**src/rtl/uart_stream_fifo.sv**
```systemverilog
// UART with Avalon-ST receive source and transmit sink, each side buffered by a show-ahead FIFO.
// Configurable frame (data/parity/stop), baud divisor, FIFO depth, per-word error tag and overrun pulse.

module uart_stream_fifo_buf #(
    parameter int unsigned W     = 8,
    parameter int unsigned DEPTH = 16
) (
    input  logic         clk_i,
    input  logic         rst_ni,
    input  logic         push_i,
    input  logic [W-1:0] data_i,
    input  logic         pop_i,
    output logic [W-1:0] data_o,
    output logic         empty_o,
    output logic         full_o
);
    localparam int unsigned AW = $clog2(DEPTH);
    localparam int unsigned PW = AW + 1;

    logic [PW-1:0] wr_ptr_q, rd_ptr_q;
    logic [W-1:0]  mem_q [DEPTH];
    logic          do_push, do_pop;

    assign empty_o = (wr_ptr_q == rd_ptr_q);
    assign full_o  = (wr_ptr_q[AW] != rd_ptr_q[AW]) && (wr_ptr_q[AW-1:0] == rd_ptr_q[AW-1:0]);
    assign do_pop  = pop_i && !empty_o;
    // A pop frees the head slot in the same cycle, so a push to a full FIFO may proceed alongside it.
    assign do_push = push_i && (!full_o || do_pop);
    assign data_o  = mem_q[rd_ptr_q[AW-1:0]];

    always_ff @(posedge clk_i or negedge rst_ni) begin
        if (!rst_ni) begin
            wr_ptr_q <= '0;
            rd_ptr_q <= '0;
            for (int i = 0; i < int'(DEPTH); i++) mem_q[i] <= '0;
        end else begin
            if (do_push) begin
                mem_q[wr_ptr_q[AW-1:0]] <= data_i;
                wr_ptr_q                <= wr_ptr_q + PW'(1);
            end
            if (do_pop) rd_ptr_q <= rd_ptr_q + PW'(1);
        end
    end
endmodule

module uart_stream_fifo #(
    parameter int unsigned CLK_HZ     = 50000000,
    parameter int unsigned BAUD       = 115200,
    parameter int unsigned DATA_BITS  = 8,
    parameter int unsigned PARITY     = 0,
    parameter int unsigned STOP_BITS  = 1,
    parameter int unsigned FIFO_DEPTH = 16
) (
    input  logic                 clk_clk,
    input  logic                 reset_reset_n,
    input  logic                 uart_rxd,
    output logic                 uart_txd,
    input  logic [DATA_BITS-1:0] tx_data,
    input  logic                 tx_error,
    input  logic                 tx_valid,
    output logic                 tx_ready,
    output logic [DATA_BITS-1:0] rx_data,
    output logic                 rx_error,
    output logic                 rx_valid,
    input  logic                 rx_ready,
    output logic                 rx_overrun
);
    localparam int unsigned DIV = CLK_HZ / BAUD;
    localparam int unsigned CW  = $clog2(DIV);
    localparam int unsigned BW  = $clog2(DATA_BITS + 1);
    localparam logic [CW-1:0] CNT_FULL  = CW'(DIV - 1);
    localparam logic [CW-1:0] CNT_HALF  = CW'(DIV / 2 - 1);
    localparam logic [BW-1:0] BIT_LAST  = BW'(DATA_BITS - 1);
    localparam logic [BW-1:0] STOP_LAST = BW'(STOP_BITS - 1);

    typedef enum logic [2:0] {TX_IDLE, TX_START, TX_DATA, TX_PARITY, TX_STOP} tx_state_e;
    typedef enum logic [2:0] {RX_IDLE, RX_START, RX_DATA, RX_PARITY, RX_STOP, RX_BREAK} rx_state_e;

    function automatic logic par_calc(input logic [DATA_BITS-1:0] d);
        return (PARITY == 1) ? ~^d : ^d;
    endfunction

    // Reset: asserted asynchronously, released on a clock edge.
    logic rst_meta_q, rst_sync_q, rst_n;
    always_ff @(posedge clk_clk or negedge reset_reset_n) begin
        if (!reset_reset_n) begin
            rst_meta_q <= 1'b0;
            rst_sync_q <= 1'b0;
        end else begin
            rst_meta_q <= 1'b1;
            rst_sync_q <= rst_meta_q;
        end
    end
    assign rst_n = rst_sync_q;

    // ---------------- TX side ----------------
    logic                 init_q;
    logic                 tx_push_c, tx_pop_c, tx_empty_c, tx_full_c;
    logic [DATA_BITS-1:0] tx_head_c;
    tx_state_e            tx_state_q, tx_state_d;
    logic [CW-1:0]        tx_cnt_q, tx_cnt_d;
    logic [BW-1:0]        tx_bit_q, tx_bit_d;
    logic [DATA_BITS-1:0] tx_shift_q, tx_shift_d;
    logic                 tx_par_q, tx_par_d;
    logic                 txd_q, txd_d;

    assign tx_ready  = init_q && !tx_full_c;
    assign tx_push_c = tx_valid && tx_ready && !tx_error;
    assign uart_txd  = txd_q;

    uart_stream_fifo_buf #(.W(DATA_BITS), .DEPTH(FIFO_DEPTH)) u_tx_fifo (
        .clk_i   (clk_clk),
        .rst_ni  (rst_n),
        .push_i  (tx_push_c),
        .data_i  (tx_data),
        .pop_i   (tx_pop_c),
        .data_o  (tx_head_c),
        .empty_o (tx_empty_c),
        .full_o  (tx_full_c)
    );

    always_comb begin
        tx_state_d = tx_state_q;
        tx_cnt_d   = tx_cnt_q;
        tx_bit_d   = tx_bit_q;
        tx_shift_d = tx_shift_q;
        tx_par_d   = tx_par_q;
        txd_d      = txd_q;
        tx_pop_c   = 1'b0;
        if (tx_cnt_q != '0) tx_cnt_d = tx_cnt_q - CW'(1);
        case (tx_state_q)
            TX_IDLE: tx_pop_c = !tx_empty_c;
            TX_START: if (tx_cnt_q == '0) begin
                tx_state_d = TX_DATA;
                tx_cnt_d   = CNT_FULL;
                tx_bit_d   = '0;
                txd_d      = tx_shift_q[0];
            end
            TX_DATA: if (tx_cnt_q == '0) begin
                tx_cnt_d   = CNT_FULL;
                tx_shift_d = tx_shift_q >> 1;
                if (tx_bit_q == BIT_LAST) begin
                    tx_bit_d = '0;
                    if (PARITY != 0) begin
                        tx_state_d = TX_PARITY;
                        txd_d      = tx_par_q;
                    end else begin
                        tx_state_d = TX_STOP;
                        txd_d      = 1'b1;
                    end
                end else begin
                    tx_bit_d = tx_bit_q + BW'(1);
                    txd_d    = tx_shift_q[1];
                end
            end
            TX_PARITY: if (tx_cnt_q == '0) begin
                tx_state_d = TX_STOP;
                tx_cnt_d   = CNT_FULL;
                txd_d      = 1'b1;
            end
            TX_STOP: if (tx_cnt_q == '0) begin
                if (tx_bit_q == STOP_LAST) begin
                    tx_state_d = TX_IDLE;
                    tx_pop_c   = !tx_empty_c;
                end else begin
                    tx_bit_d = tx_bit_q + BW'(1);
                    tx_cnt_d = CNT_FULL;
                end
            end
            default: tx_state_d = TX_IDLE;
        endcase
        // A pop always starts a frame, which lets the next START follow the last STOP clock directly.
        if (tx_pop_c) begin
            tx_state_d = TX_START;
            tx_cnt_d   = CNT_FULL;
            tx_shift_d = tx_head_c;
            tx_par_d   = par_calc(tx_head_c);
            txd_d      = 1'b0;
        end
    end

    always_ff @(posedge clk_clk or negedge rst_n) begin
        if (!rst_n) begin
            init_q     <= 1'b0;
            tx_state_q <= TX_IDLE;
            tx_cnt_q   <= '0;
            tx_bit_q   <= '0;
            tx_shift_q <= '0;
            tx_par_q   <= 1'b0;
            txd_q      <= 1'b1;
        end else begin
            init_q     <= 1'b1;
            tx_state_q <= tx_state_d;
            tx_cnt_q   <= tx_cnt_d;
            tx_bit_q   <= tx_bit_d;
            tx_shift_q <= tx_shift_d;
            tx_par_q   <= tx_par_d;
            txd_q      <= txd_d;
        end
    end

    // ---------------- RX side ----------------
    logic                 rxd_meta_q, rxd_sync_q, rxd_prev_q;
    rx_state_e            rx_state_q, rx_state_d;
    logic [CW-1:0]        rx_cnt_q, rx_cnt_d;
    logic [BW-1:0]        rx_bit_q, rx_bit_d;
    logic [DATA_BITS-1:0] rx_shift_q, rx_shift_d;
    logic                 rx_perr_q, rx_perr_d;
    logic                 rx_push_q, rx_push_d;
    logic [DATA_BITS:0]   rx_word_q, rx_word_d;
    logic                 rx_overrun_q;
    logic                 rx_pop_c, rx_empty_c, rx_full_c;
    logic [DATA_BITS:0]   rx_head_c;

    assign rx_valid   = !rx_empty_c;
    assign rx_pop_c   = rx_valid && rx_ready;
    assign rx_error   = rx_head_c[DATA_BITS];
    assign rx_data    = rx_head_c[DATA_BITS-1:0];
    assign rx_overrun = rx_overrun_q;

    uart_stream_fifo_buf #(.W(DATA_BITS + 1), .DEPTH(FIFO_DEPTH)) u_rx_fifo (
        .clk_i   (clk_clk),
        .rst_ni  (rst_n),
        .push_i  (rx_push_q),
        .data_i  (rx_word_q),
        .pop_i   (rx_pop_c),
        .data_o  (rx_head_c),
        .empty_o (rx_empty_c),
        .full_o  (rx_full_c)
    );

    always_comb begin
        rx_state_d = rx_state_q;
        rx_cnt_d   = rx_cnt_q;
        rx_bit_d   = rx_bit_q;
        rx_shift_d = rx_shift_q;
        rx_perr_d  = rx_perr_q;
        rx_word_d  = rx_word_q;
        rx_push_d  = 1'b0;
        if (rx_cnt_q != '0) rx_cnt_d = rx_cnt_q - CW'(1);
        case (rx_state_q)
            RX_IDLE: if (rxd_prev_q && !rxd_sync_q) begin
                rx_state_d = RX_START;
                rx_cnt_d   = CNT_HALF;
            end
            RX_START: if (rx_cnt_q == '0) begin
                if (rxd_sync_q) begin
                    rx_state_d = RX_IDLE;
                end else begin
                    rx_state_d = RX_DATA;
                    rx_cnt_d   = CNT_FULL;
                    rx_bit_d   = '0;
                    rx_perr_d  = 1'b0;
                end
            end
            RX_DATA: if (rx_cnt_q == '0) begin
                rx_cnt_d   = CNT_FULL;
                rx_shift_d = {rxd_sync_q, rx_shift_q[DATA_BITS-1:1]};
                if (rx_bit_q == BIT_LAST) rx_state_d = (PARITY != 0) ? RX_PARITY : RX_STOP;
                else                      rx_bit_d   = rx_bit_q + BW'(1);
            end
            RX_PARITY: if (rx_cnt_q == '0) begin
                rx_perr_d  = (rxd_sync_q != par_calc(rx_shift_q));
                rx_state_d = RX_STOP;
                rx_cnt_d   = CNT_FULL;
            end
            // Only the first stop bit is checked; a low line here is a framing error or a break.
            RX_STOP: if (rx_cnt_q == '0) begin
                rx_push_d  = 1'b1;
                rx_word_d  = {rx_perr_q | !rxd_sync_q, rx_shift_q};
                rx_state_d = rxd_sync_q ? RX_IDLE : RX_BREAK;
            end
            RX_BREAK: if (rxd_sync_q) rx_state_d = RX_IDLE;
            default: rx_state_d = RX_IDLE;
        endcase
    end

    always_ff @(posedge clk_clk or negedge rst_n) begin
        if (!rst_n) begin
            rxd_meta_q   <= 1'b1;
            rxd_sync_q   <= 1'b1;
            rxd_prev_q   <= 1'b1;
            rx_state_q   <= RX_IDLE;
            rx_cnt_q     <= '0;
            rx_bit_q     <= '0;
            rx_shift_q   <= '0;
            rx_perr_q    <= 1'b0;
            rx_push_q    <= 1'b0;
            rx_word_q    <= '0;
            rx_overrun_q <= 1'b0;
        end else begin
            rxd_meta_q   <= uart_rxd;
            rxd_sync_q   <= rxd_meta_q;
            rxd_prev_q   <= rxd_sync_q;
            rx_state_q   <= rx_state_d;
            rx_cnt_q     <= rx_cnt_d;
            rx_bit_q     <= rx_bit_d;
            rx_shift_q   <= rx_shift_d;
            rx_perr_q    <= rx_perr_d;
            rx_push_q    <= rx_push_d;
            rx_word_q    <= rx_word_d;
            rx_overrun_q <= rx_push_q && rx_full_c && !rx_pop_c;
        end
    end
endmodule

```
**config.mk**
```make
export PLATFORM = sky130hd
export DESIGN_NAME = uart_stream_fifo
export DESIGN_NICKNAME = d
export VERILOG_FILES = /design/src/rtl/uart_stream_fifo.sv
export SDC_FILE = /design/constraint.sdc
export NUM_CORES = 1
export LEC_CHECK = 0
export ABC_AREA = 1
export CAP_MARGIN = 10
export CORE_AREA = 2 2 182 184
export DETAILED_ROUTE_END_ITERATION = 8
export DIE_AREA = 0 0 184 186
export GPL_TIMING_DRIVEN = 0
export PLACE_DENSITY = 0.71
export SYNTH_ARGS = -nofsm -noshare
export SYNTH_HDL_FRONTEND = slang
export SYNTH_SLANG_ARGS = --single-unit
```
**constraint.sdc**
```tcl
create_clock -name clk_clk -period 13.7 [get_ports clk_clk]
set_clock_uncertainty 0.2 [all_clocks]
set_input_delay 2.055 -clock clk_clk [delete_from_list [all_inputs] [get_ports clk_clk]]
set_output_delay 2.055 -clock clk_clk [all_outputs]
set_load 0.02 [all_outputs]
```
### Word level (Yosys, flattened, before mapping)

Cells that the tools add are included.
W data, S select, Z words.

* register bits: 359
* latch bits: 0
* memory bits (writable): 0
* ROM bits: 0
* input port bits: 14
* output and inout port bits: 13
* logic and storage cells: 232
* memories: 0

* add/sub/neg operators: 8
* multipliers: 0
* div/mod/pow operators: 0
* $lt $le $gt $ge: 6
* equal/unequal tests: 38
* shift-type cells: 0
* multiplexer cells: 71
* bitwise logic cells: 5
* reductions and logical operators: 49

Operator list (count)
* $bwmux W144: 1
* $bwmux W128: 1
* $mux W9: 13
* $mux W8: 6
* $mux W3: 15
* $bmux W9 S4: 1
* $demux W9 S4: 1
* $mux W4: 9
* $bmux W8 S4: 1
* $demux W8 S4: 1
* $pmux W9 S3: 1
* $ne A2 B2 Y1 const B: 13
* $add A5 B1 Y5 const B: 4
* $ge A5 B5 Y1 const B: 4
* $not A4 Y5: 4
* $logic_not A9 Y1: 2
* $ne A3 B2 Y1 const B: 6
* $pmux W3 S6: 1
* $pmux W9 S2: 1
* $reduce_bool A9 Y1: 2
* $sub A9 B1 Y9 const B: 2
* $logic_and A1 B1 Y1: 15
* $pmux W3 S5: 1
* $reduce_and A7 Y1: 2
* 30 further kinds: 70

### Logic depth before layout (Yosys ltp)

Gate-level depths: netlist of the first run.

* depth in word-level cells: 8
* depth in mapped cells: 12
* gate-level depth less buffers: 11

### Cells and area by module

A second synthesis of the first run with hierarchy kept.

* cells, all modules: 2417
* area, all modules: 18871.8 µm²

Modules (own cells, without submodules)
* uart_stream_fifo_buf (u_rx_fifo): instances 1, cells an instance 1017, area each 8049.0 µm², sequential area each 3853.7 µm²
* uart_stream_fifo_buf (u_tx_fifo): instances 1, cells an instance 916, area each 7121.8 µm², sequential area each 3453.3 µm²
* uart_stream_fifo: instances 1, cells an instance 484, area each 3701.0 µm², sequential area each 1681.6 µm²

### Worst setup path after synthesis of the first run

OpenSTA, ideal clock, no wires.

* path type: register -> output
* from: register u_rx_fifo.rd_ptr_q[1]
* to: output port rx_data[3]
* arrival time: 1.463 ns
* data required time: 11.445 ns
* path slack: 9.982 ns
* cell stages (with the launch flop): 8
* buffers on the path: 2
* cell sequence: dfrtp_1 -> clkbuf_1 -> inv_1 -> clkbuf_1 -> o21ai_0 -> o221ai_1 -> nand3_1 -> nand3_1

* longest elaborated chain between the ends: 4

Ends and longest elaborated chain
* start, declared: line 20 `logic [PW-1:0] wr_ptr_q, rd_ptr_q;`
* start signal, assigned: line 41 `if (do_pop) rd_ptr_q <= rd_ptr_q + PW'(1);`
* $not A4 Y5 (not written as such): line 29 `assign data_o = mem_q[rd_ptr_q[AW-1:0]];`
* $bmux W9 S4: line 29
* $mux W9 (not written as such) (2 in series): line 29
* end, declared: line 62 `output logic [DATA_BITS-1:0] rx_data,`

No other way between the ends. The select of a mux whose other input is x is not followed.

### Worst setup path after layout of the first run

* from: register u_rx_fifo.rd_ptr_q[1]
* to: output port rx_data[5]

The elaborated chain is that of the path after synthesis.

==> impl_metrics.json, run 1 <==
{
  "grt_setup_unrepaired": "no",
  "hp-class": "flop to flop",
  "hpwl_um": 34000,
  "overflow": 0,
  "synth_cell_types": 41,
  "final_cell_mix": "626 x nand2_1, 354 x dfrtp_1, 293 x o21ai_0, 250 x nor2_1, 236 x nand3_1",
  "r2r_cells": 6,
  "period_needed_ns": 5.62,
  "p_leak_nw": 9.71,
  "wl_per_cell_um": 18.1,
  "synth_top_cell_by_area": "dfrtp_1",
  "dieArea_mm2": 0.0342,
  "ys_ff_latch": 359,
  "antenna_left": 0,
  "power.total_mw": 3.30,
  "synth_area_mm2": 0.0175,
  "row_count": 66,
  "drt_iter0_drc": 1616,
  "finalCritPeriodShare": 0.411,
  "crit_required_ns": 11.44,
  "synth_top_area_frac": 0.506,
  "ys_seq_area_frac": 0.512,
  "cp.depth": 8,
  "max_freq_mhz": 178,
  "drv_slew": 0,
  "slew_headroom": 0.393,
  "crit_path_end_kind": "output pin",
  "syn_inst": 2182,
  "crit_type": "flop to output pin",
  "reg2reg_slack_ns": 11.19,
  "num_vias": 15517,
  "initial_utilization": 0.545,
  "io_pins": 27,
  "drc": 0,
  "clk_transition_reported_paths_ns": 0.06,
  "grt_usage": 0.294,
  "cts.sink_count": 359,
  "hold_viol": 0,
  "syn-mean-instance-area_um2": 8.04,
  "antenna_cells": 0,
  "preCtsSetupSlack_ns": 8.76,
  "grt_max_degree": 67,
  "crit_path_start_kind": "flop",
  "slowest_stage": "clkdlybuf4s50_1",
  "cp_max_fo": 10,
  "clock_latency_ns": 0.55,
  "vias_per_cell": 5.77,
  "worst_pin_slew_ns": 0.910,
  "ys_top_cells_by_area": "dfrtp_1 51%, nand2_1 13%, o21ai_0 8.4%",
  "io_buffers": 26,
  "antenna_found_initial": 0,
  "worstPathCellList": "clkbuf_1 > inv_1 > clkbuf_1 > o21ai_0 > o221ai_1 > nand3_1 > nand3_1 > clkdlybuf4s50_1",
  "critical-path-max-stage-delay_ns": 0.61,
  "cp_data_arrival_time_ns": 3.37,
  "setup_slack_ns": 8.08,
  "ir_drop_mv": 0.0950,
  "die_w_um": 184,
  "drive_gt1_frac": 0.0706,
  "final_util": 0.614,
  "die_height_um": 186,
  "r2r_end": "tx_shift_q[6]",
  "wl_um": 48700,
  "power_density_mw_per_mm2": 167,
  "path_delay_family": "buffers and inverters",
  "grt_pass1_vias": 15002,
  "drtPass1Iterations": 7,
  "h-tree-depth": 2,
  "core-area_mm2": 0.0322,
  "setup_viol": 0,
  "cts_buffers": 39,
  "final_common_cell": "nand2_1",
  "crit_start": "u_rx_fifo.rd_ptr_q[1]",
  "clk_path_buf_depth": 3,
  "cts_tree": "built",
  "hold_buffers": 0,
  "crit_path_end": "rx_data[5]",
  "maxCapViolCount": 0,
  "outcome": "finished clean",
  "timing.rr.start": "u_tx_fifo.rd_ptr_q[1]",
  "layout.nets": 2288,
  "grt_first_pass_wirelength_um": 79000,
  "yosysWarnings": 0,
  "cts_resized": 0,
  "path_buf_inv": 4,
  "place_congestion": 0.943,
  "root_buffer": "clkbuf_16",
  "cts_setup_buffers": 0,
  "syn_to_final_growth_pct": 12.7
}
[flip-flops by register name, indices dropped and copies added, names as in the netlist, 5 cells and up]
name	count
rx_cnt_q	9
rx_shift_q	8
rx_word_q	9
tx_cnt_q	9
tx_shift_q	8
u_rx_fifo.mem_q	144
u_rx_fifo.rd_ptr_q	5
u_rx_fifo.wr_ptr_q	5
u_tx_fifo.mem_q	128
u_tx_fifo.rd_ptr_q	5
u_tx_fifo.wr_ptr_q	5
[worst min-delay path by stage]
stage                     startpoint     to  cells past startpoint  slack [ns]
after global routing      rst_meta_q  rst_n                      0        0.16
after global placement    rst_meta_q  rst_n                      0        0.14
after CTS                 rst_meta_q  rst_n                      0        0.16
final                     rst_meta_q  rst_n                      0        0.15
after floorplan           rst_meta_q  rst_n                      0        0.13
after detailed placement  rst_meta_q  rst_n                      0        0.14
[cell type report]
cell class	count	area, um2
plain buffers	115	623
well taps	408	510
clock buffers	55	1130
flip-flops and latches	359	8990
multi-input cells	1607	7550
clock inverters	10	153
inverters	102	385
repair buffers	32	425
fillers	2820	12400
[Yosys cell counts (all sizes together)]
cell type,n
ha,18
dfstp,4
buf,69
o211ai,16
nand3b,1
a211oi,1
clkinv,5
a21oi,11
inv,97
o2111ai,2
or2,1
nor2,256
dfrtp,355
conb,1
xor2,29
clkbuf,46
o221ai,17
nand4,8
nor4,1
nor3,7
nand3,244
xnor2,9
nand2,645
o31ai,3
o21ai,313
o22ai,23
[where the power goes]
group,switching (mW),internal [mW],total [mW]
clock,0.430,0.629,1.06
sequential,0.112,1.23,1.34
combinational,0.590,0.314,0.904
[per-layer routing]
layer / part of all wire / wire length, um / global-route usage
met5: 0 / 0 / 0
met4: 0.029 / 1410 / 0.0982
met3: 0.078 / 3800 / 0.0475
met2: 0.46 / 22400 / 0.471
met1: 0.43 / 21100 / 0.410
[stage by stage]
stage / TNS [ns] / hold slack (ns) / cells / instance area [um2]
3_3_place_gp: -462.07 / 0.138 / 2617 / 18300
6_report: 0 / 0.152 / 2688 / 19800
4_1_cts: 0 / 0.156 / 2688 / 19800
2_1_floorplan: 0 / 0.131 / 2183 / 17500
3_5_place_dp: 0 / 0.141 / 2623 / 18500
5_1_grt: 0 / 0.156 / 2688 / 19800
[worst register-to-register path: stages (launching register included)]
cell	delay (ns)
dfrtp_1	0.55
buf_2	0.31
clkbuf_1	0.55
o21ai_0	0.23
o221ai_1	0.34
nand3_1	0.12
a21oi_1	0.14
[logic make-up after synthesis]
logic type | share of synthesized area
adders and majority gates | 0.0128
buffers and inverters | 0.0575
xor gates and xnor gates | 0.0190
AOI/OAI and AO/OA | 0.119
other | 0.000214
and+or+nand+nor | 0.279
DFF | 0.512
Power figures use the tool's default switching activity.
==> run 2: changes to the inputs <==
==> constraint.sdc (replaced) <==
create_clock -name clk_clk -period 5.55 [get_ports clk_clk]
set_clock_uncertainty 0.2 [all_clocks]
set_input_delay 0.8325 -clock clk_clk [delete_from_list [all_inputs] [get_ports clk_clk]]
set_output_delay 0.8325 -clock clk_clk [all_outputs]
set_load 0.02 [all_outputs]
==> run 2 against run 1 <==
First-iteration DRC count up 0.56%. Cell area down 0.51%. Combinational power up 150%. Utilization down 0.31 points. Worst setup slack worse by 7.0 ns. Critical path depth unchanged. Wire length down 0.54%. Critical path type unchanged. Die area unchanged. Count of clock-buffer cells in the layout up 2.
==> impl_metrics.json, run 2 (synthesized netlist as in run 1, its figures left out) <==
{
  "root_buffer": "clkbuf_16",
  "drt_iter0_drc": 1625,
  "hold_buffers": 0,
  "num_vias": 15547,
  "drtPass1Iterations": 6,
  "grt_usage": 0.294,
  "crit_path_start_kind": "flop",
  "crit_required_ns": 4.52,
  "power.share.clock": 0.312,
  "final_common_cell": "nand2_1",
  "slew_headroom": 0.386,
  "syn_to_final_growth_pct": 12.1,
  "clk_transition_reported_paths_ns": 0.06,
  "grt_setup_unrepaired": "no",
  "grt_max_degree": 72,
  "die_height_um": 186,
  "intPower_mw": 5.27,
  "outcome": "finished clean",
  "drive_gt1_frac": 0.0689,
  "overflow": 0,
  "p_comb_frac": 0.278,
  "p_leak_nw": 9.67,
  "wl_per_cell_um": 18.0,
  "cts.sink_count": 359,
  "io_pins": 27,
  "finalCritPeriodShare": 0.799,
  "cp_max_fo": 10,
  "switching_power_mw": 2.78,
  "dieArea_mm2": 0.0342,
  "setup-tns-final_ns": 0,
  "path_buf_inv": 4,
  "period_needed_ns": 4.44,
  "drc": 0,
  "power_density_mw_per_mm2": 409,
  "cts_setup_buffers": 0,
  "cpMostUsedCell": "clkbuf_1",
  "pwr-share-seq": 0.411,
  "row_count": 66,
  "vias_per_cell": 5.78,
  "path_delay_family": "buffers and inverters",
  "cts_tree": "built",
  "io_buffers": 26,
  "min_to": "rst_n",
  "r2r_cells": 8,
  "switching_share": 0.345,
  "power.total_mw": 8.05,
  "layout.nets": 2288,
  "clk_path_buf_depth": 3,
  "die_w_um": 184,
  "core-area_mm2": 0.0322,
  "setup_slack_ns": 1.11,
  "setup_viol": 0,
  "cts_buffers": 40,
  "grt_first_pass_wirelength_um": 79100,
  "h-tree-depth": 2,
  "ir_drop_mv": 0.249,
  "hold_viol": 0,
  "critical-path-max-stage-delay_ns": 0.61,
  "antenna_cells": 0,
  "grt_pass1_vias": 14722,
  "cp_data_arrival_time_ns": 3.40,
  "maxCapViolCount": 0,
  "reg2reg_slack_ns": 3.07,
  "wl_um": 48500,
  "place_congestion": 0.905,
  "crit_type": "flop to output pin",
  "crit_path_end_kind": "output pin",
  "drv_slew": 0,
  "initial_utilization": 0.545,
  "largest_registers": "u_rx_fifo.mem_q: 144 flops, u_tx_fifo.mem_q: 128 flops",
  "hp-class": "flop to flop",
  "timing.rr.start": "u_tx_fifo.rd_ptr_q[0]",
  "cts_resized": 0,
  "antenna_found_initial": 0,
  "regMostFlops": "u_rx_fifo.mem_q",
  "r2r_end": "tx_shift_q[5]",
  "final_cell_mix": "626 x nand2_1, 354 x dfrtp_1, 293 x o21ai_0, 250 x nor2_1, 236 x nand3_1",
  "hpwl_um": 33600,
  "worstPathCellList": "clkbuf_1 > inv_1 > clkbuf_1 > o21ai_0 > o22ai_1 > nand2_1 > nand3_1 > clkdlybuf4s50_1",
  "antenna_left": 0,
  "holdPathStages": 0,
  "slowest_stage": "clkdlybuf4s50_1",
  "min_from": "rst_meta_q",
  "max_freq_mhz": 225,
  "preCtsSetupSlack_ns": 1.79,
  "worst_pin_slew_ns": 0.921,
  "largest_reg_flops": 144,
  "clock_latency_ns": 0.54
}
run 2: changes by cell type in the layout (fill, tap and decap cells not counted), moves of 2 or more:
cell | previous run | this run
buf_16 | 6 | 4
bufinv_16 | 3 | 1
clkbuf_1 | 53 | 57
clkbuf_16 | 39 | 41
clkbuf_8 | 9 | 5
clkinv_2 | 3 | 6
clkinv_8 | 2 | 0
clkinvlp_4 | 2 | 0
inv_6 | 0 | 2
run 2: layer usage:
layer | routed length, um | vias to the layer above | part of all wire | global-route usage
met5 | 0 | - | 0 | 0
met4 | 1370 | 0 | 0.028 | 0.0938
met3 | 3680 | 100 | 0.076 | 0.0472
met2 | 21800 | 617 | 0.45 | 0.453
met1 | 21700 | 7517 | 0.45 | 0.427
li1 | - | 7313 | - | -
run 2: worst register-to-register path, delay by kind of cell (launching register included):
kind | cells | cell delay, ns
AND/OR/NAND/NOR | 4 | 0.35
AO/OA/AOI/OAI | 2 | 0.55
flip-flops | 1 | 0.49
buffers and inverters | 2 | 0.82
run 2: per-stage QoR:
stage | util | instances | hold slack [ns] | area (um2)
5_1_grt | 0.611 | 2688 | 0.163 | 19700
2_1_floorplan | - | 2183 | 0.131 | 17600
4_1_cts | 0.611 | 2688 | 0.158 | 19700
3_3_place_gp | 0.569 | 2617 | 0.143 | 18300
6_report | 0.611 | 2688 | 0.157 | 19700
3_5_place_dp | 0.573 | 2622 | 0.136 | 18500
run 2: layout make-up:
| type | count | area [um2] |
|---|---|---|
| plain buffers | 115 | 623 |
| clock buffers | 57 | 1140 |
| clock inverters | 9 | 77.6 |
| fillers | 2874 | 12500 |
| inverters | 102 | 385 |
| multi-input cells | 1607 | 7550 |
| flip-flops and latches | 359 | 8990 |
| well taps | 408 | 510 |
| repair buffers | 31 | 390 |
run 2: how the worst max path moves through the flow:
stage / startpoint / cells after the start / end / slack (ns)
after floorplan: rst_n / 0 / init_q / 1.81
after global placement: rst_n / 0 / tx_bit_q[2] / 0.48
after detailed placement: u_rx_fifo.rd_ptr_q[1] / 8 / rx_data[4] / 1.79
after CTS: u_rx_fifo.rd_ptr_q[1] / 8 / rx_data[4] / 1.21
after global routing: u_rx_fifo.rd_ptr_q[1] / 8 / rx_data[1] / 1.02
final: u_rx_fifo.rd_ptr_q[1] / 8 / rx_data[4] / 1.11
run 2: power by group through the flow:
| stage | logic (mW) | clock network, mW | registers (mW) |
|---|---|---|---|
| floorplan | 1.48 | 0 | 3.29 |
| global placement | 2.08 | 0 | 3.36 |
| detailed placement | 2.19 | 0 | 3.33 |
| CTS | 2.20 | 2.55 | 3.29 |
| global route | 2.48 | 2.66 | 3.35 |
| finish | 2.23 | 2.51 | 3.30 |
==> run 3: changes to the inputs <==
--- a/config.mk
+++ b/config.mk
@@ -11,7 +11,7 @@
 export DETAILED_ROUTE_END_ITERATION = 8
 export DIE_AREA = 0 0 184 186
 export GPL_TIMING_DRIVEN = 0
-export PLACE_DENSITY = 0.71
+export PLACE_DENSITY = 0.74
 export SYNTH_ARGS = -nofsm -noshare
 export SYNTH_HDL_FRONTEND = slang
 export SYNTH_SLANG_ARGS = --single-unit
==> constraint.sdc (replaced) <==
create_clock -name clk_clk -period 3.6 [get_ports clk_clk]
set_clock_uncertainty 0.2 [all_clocks]
set_input_delay 0.54 -clock clk_clk [delete_from_list [all_inputs] [get_ports clk_clk]]
set_output_delay 0.54 -clock clk_clk [all_outputs]
set_load 0.02 [all_outputs]
==> run 3 against run 2 <==
The flow now finishes with violations (setup timing). Largest cell class unchanged. Worst setup slack worse by 1.1 ns. Largest power group unchanged. Critical endpoint is now rx_data[1]. Power up 57%. Sequential power is 55% higher. Via count hardly changed. Register-to-register slack worse by 1.9 ns. Highest routed layer unchanged. Worst hold slack got worse by 0.0046 ns. Count of clock-buffer cells in the layout is 2 higher. Critical path type unchanged. Critical path depth is the same.
==> impl_metrics.json, run 3 (synthesized netlist as in run 1, its figures left out) <==
{
  "dieArea_mm2": 0.0342,
  "crit_path_end_kind": "output pin",
  "cts_tree": "built",
  "hp-class": "flop to flop",
  "r2r_cells": 8,
  "worst_pin_slew_ns": 0.934,
  "min_to": "rst_n",
  "finalCritPeriodShare": 1.00,
  "cts_buffers": 41,
  "grt_setup_unrepaired": "yes",
  "max_freq_mhz": 276,
  "final_common_cell": "nand2_1",
  "root_buffer": "clkbuf_16",
  "place_congestion": 0.915,
  "violations": "setup timing",
  "drc": 0,
  "holdPathStages": 0,
  "h-tree-depth": 2,
  "setup_viol": 1,
  "slowest_stage": "clkdlybuf4s50_1",
  "io_pins": 27,
  "fin_cells": 2696,
  "regMostFlops": "u_rx_fifo.mem_q",
  "antenna_left": 0,
  "power_density_mw_per_mm2": 636,
  "dp_cells": 2622,
  "io_buffers": 26,
  "period_needed_ns": 3.62,
  "grt_first_pass_wirelength_um": 79300,
  "slew_headroom": 0.377,
  "drv_slew": 0,
  "grt_max_degree": 68,
  "drive_gt1_frac": 0.0830,
  "die_height_um": 186,
  "hpwl_um": 33500,
  "p_leak_nw": 9.81,
  "clk_path_buf_depth": 3,
  "drtPass1Iterations": 6,
  "final_cell_area_mm2": 0.0198,
  "clk_transition_reported_paths_ns": 0.06,
  "timing.rr.start": "u_tx_fifo.rd_ptr_q[0]",
  "wl_per_cell_um": 17.9,
  "maxCapViolCount": 0,
  "die_w_um": 184,
  "outcome": "complete, but fails checks",
  "ir_drop_mv": 0.407,
  "crit_required_ns": 2.86,
  "num_vias": 15545,
  "wl_um": 48400,
  "hold_viol": 0,
  "r2r_end": "tx_shift_q[3]",
  "antenna_found_initial": 0,
  "layout.nets": 2290,
  "largest_reg_flops": 144,
  "reg2reg_slack_ns": 1.17,
  "row_count": 66,
  "initial_utilization": 0.545,
  "fill_cells": 2794,
  "crit_path_start_kind": "flop",
  "grt_pass1_vias": 15112,
  "largest_registers": "u_rx_fifo.mem_q: 144 flops, u_tx_fifo.mem_q: 128 flops",
  "clock_latency_ns": 0.55,
  "cts.sink_count": 359,
  "final_cell_mix": "626 x nand2_1, 354 x dfrtp_1, 293 x o21ai_0, 250 x nor2_1, 234 x nand3_1",
  "crit_type": "flop to output pin",
  "cp_data_arrival_time_ns": 2.88,
  "grt_usage": 0.293,
  "cts_setup_buffers": 0,
  "overflow": 0,
  "syn_to_final_growth_pct": 13.0,
  "core-area_mm2": 0.0322,
  "worstPathCellList": "clkbuf_2 > inv_4 > clkbuf_2 > o21ai_0 > o221ai_1 > nand3_1 > nand3_1 > clkdlybuf4s50_1",
  "drt_iter0_drc": 1667,
  "vias_per_cell": 5.77,
  "place_area_mm2": 0.0185,
  "critical-path-max-stage-delay_ns": 0.62,
  "min_from": "rst_meta_q",
  "cp_max_fo": 10,
  "antenna_cells": 0,
  "setup_slack_ns": -0.0171
}
-- run 3: changes by cell type in the layout (fill, tap and decap cells not counted), sizes merged --
| cell | change |
|---|---|
| inv | -1 |
| dlygate4sd3 | +1 |
| clkbuf | +2 |
| clkdlybuf4s50 | -5 |
| dlygate4sd2 | +4 |
| dlymetal6s2s | +1 |
| clkinv | +5 |
| clkinvlp | +1 |
-- run 3: what timing repair did --
| item | CTS | global route |
|---|---|---|
| endpoints found under the setup margin | 9 | 5 |
| hold endpoints to repair | 2 | 0 |
| gates resized for setup | 21 | 21 |
| pin swaps | 1 | 1 |
| hold buffers | 1 | 0 |
-- run 3: stage by stage --
| step | utilization | hold slack (ns) | TNS, ns | power [mW] | setup WS [ns] |
|---|---|---|---|---|---|
| floorplan | - | 0.0444 | -49.63 | 7.35 | -0.141 |
| global placement | 0.569 | 0.137 | -491.58 | 8.38 | -1.41 |
| detailed placement | 0.573 | 0.140 | 0 | 8.50 | 0.146 |
| CTS | 0.615 | 0.155 | -0.0343 | 12.6 | -0.0343 |
| global route | 0.616 | 0.156 | -0.118 | 13.3 | -0.0762 |
| finish | 0.616 | 0.153 | -0.0171 | 12.6 | -0.0171 |
-- run 3: how the worst max path moves through the flow --
stage                                from                  end  slack (ns)  cells past startpoint
finish              u_rx_fifo.rd_ptr_q[1]           rx_data[1]       -0.02                      8
detailed placement  u_rx_fifo.rd_ptr_q[1]           rx_data[7]        0.15                      8
global route        u_rx_fifo.rd_ptr_q[1]           rx_data[1]       -0.08                      8
CTS                 u_rx_fifo.rd_ptr_q[1]           rx_data[7]       -0.03                      8
global placement                    rst_n  u_rx_fifo.mem_q[37]       -1.41                      0
floorplan                           rst_n               init_q       -0.14                      0
-- run 3: final cells by class --
cell class                      count  area [um2]  area share
Sequential cell                   359        8990       0.454
Multi-Input combinational cell   1607        7570       0.382
Clock buffer                       59        1170      0.0592
Buffer                            115         653      0.0329
Tap cell                          408         510      0.0258
Timing Repair Buffer               32         405      0.0205
Inverter                          102         388      0.0196
Clock inverter                     14         128     0.00644
-- run 3: worst max-delay path: cells and delay by family (launching register included) --
family	cells	cell delay, ns
simple gates	2	0.30
buf+inv	4	1.26
compound gates	2	0.33
flops	1	0.45
-- run 3: where the power goes --
part / leakage (nW) / internal, mW / switching, mW
combinational: 4.37 / 1.20 / 2.25
clock: 0.643 / 2.35 / 1.71
sequential: 4.81 / 4.67 / 0.427
total: 9.81 / 8.22 / 4.39
-- run 3: routing by layer --
layer  track usage  vias to the layer above  part of all wire  routed length, um
li1              -                     7332                 -                  -
met2         0.469                      633              0.46              22300
met3        0.0577                      111             0.080               3860
met5             0                        -                 0                  0
met1         0.397                     7469              0.43              20600
met4         0.113                        0             0.033               1610
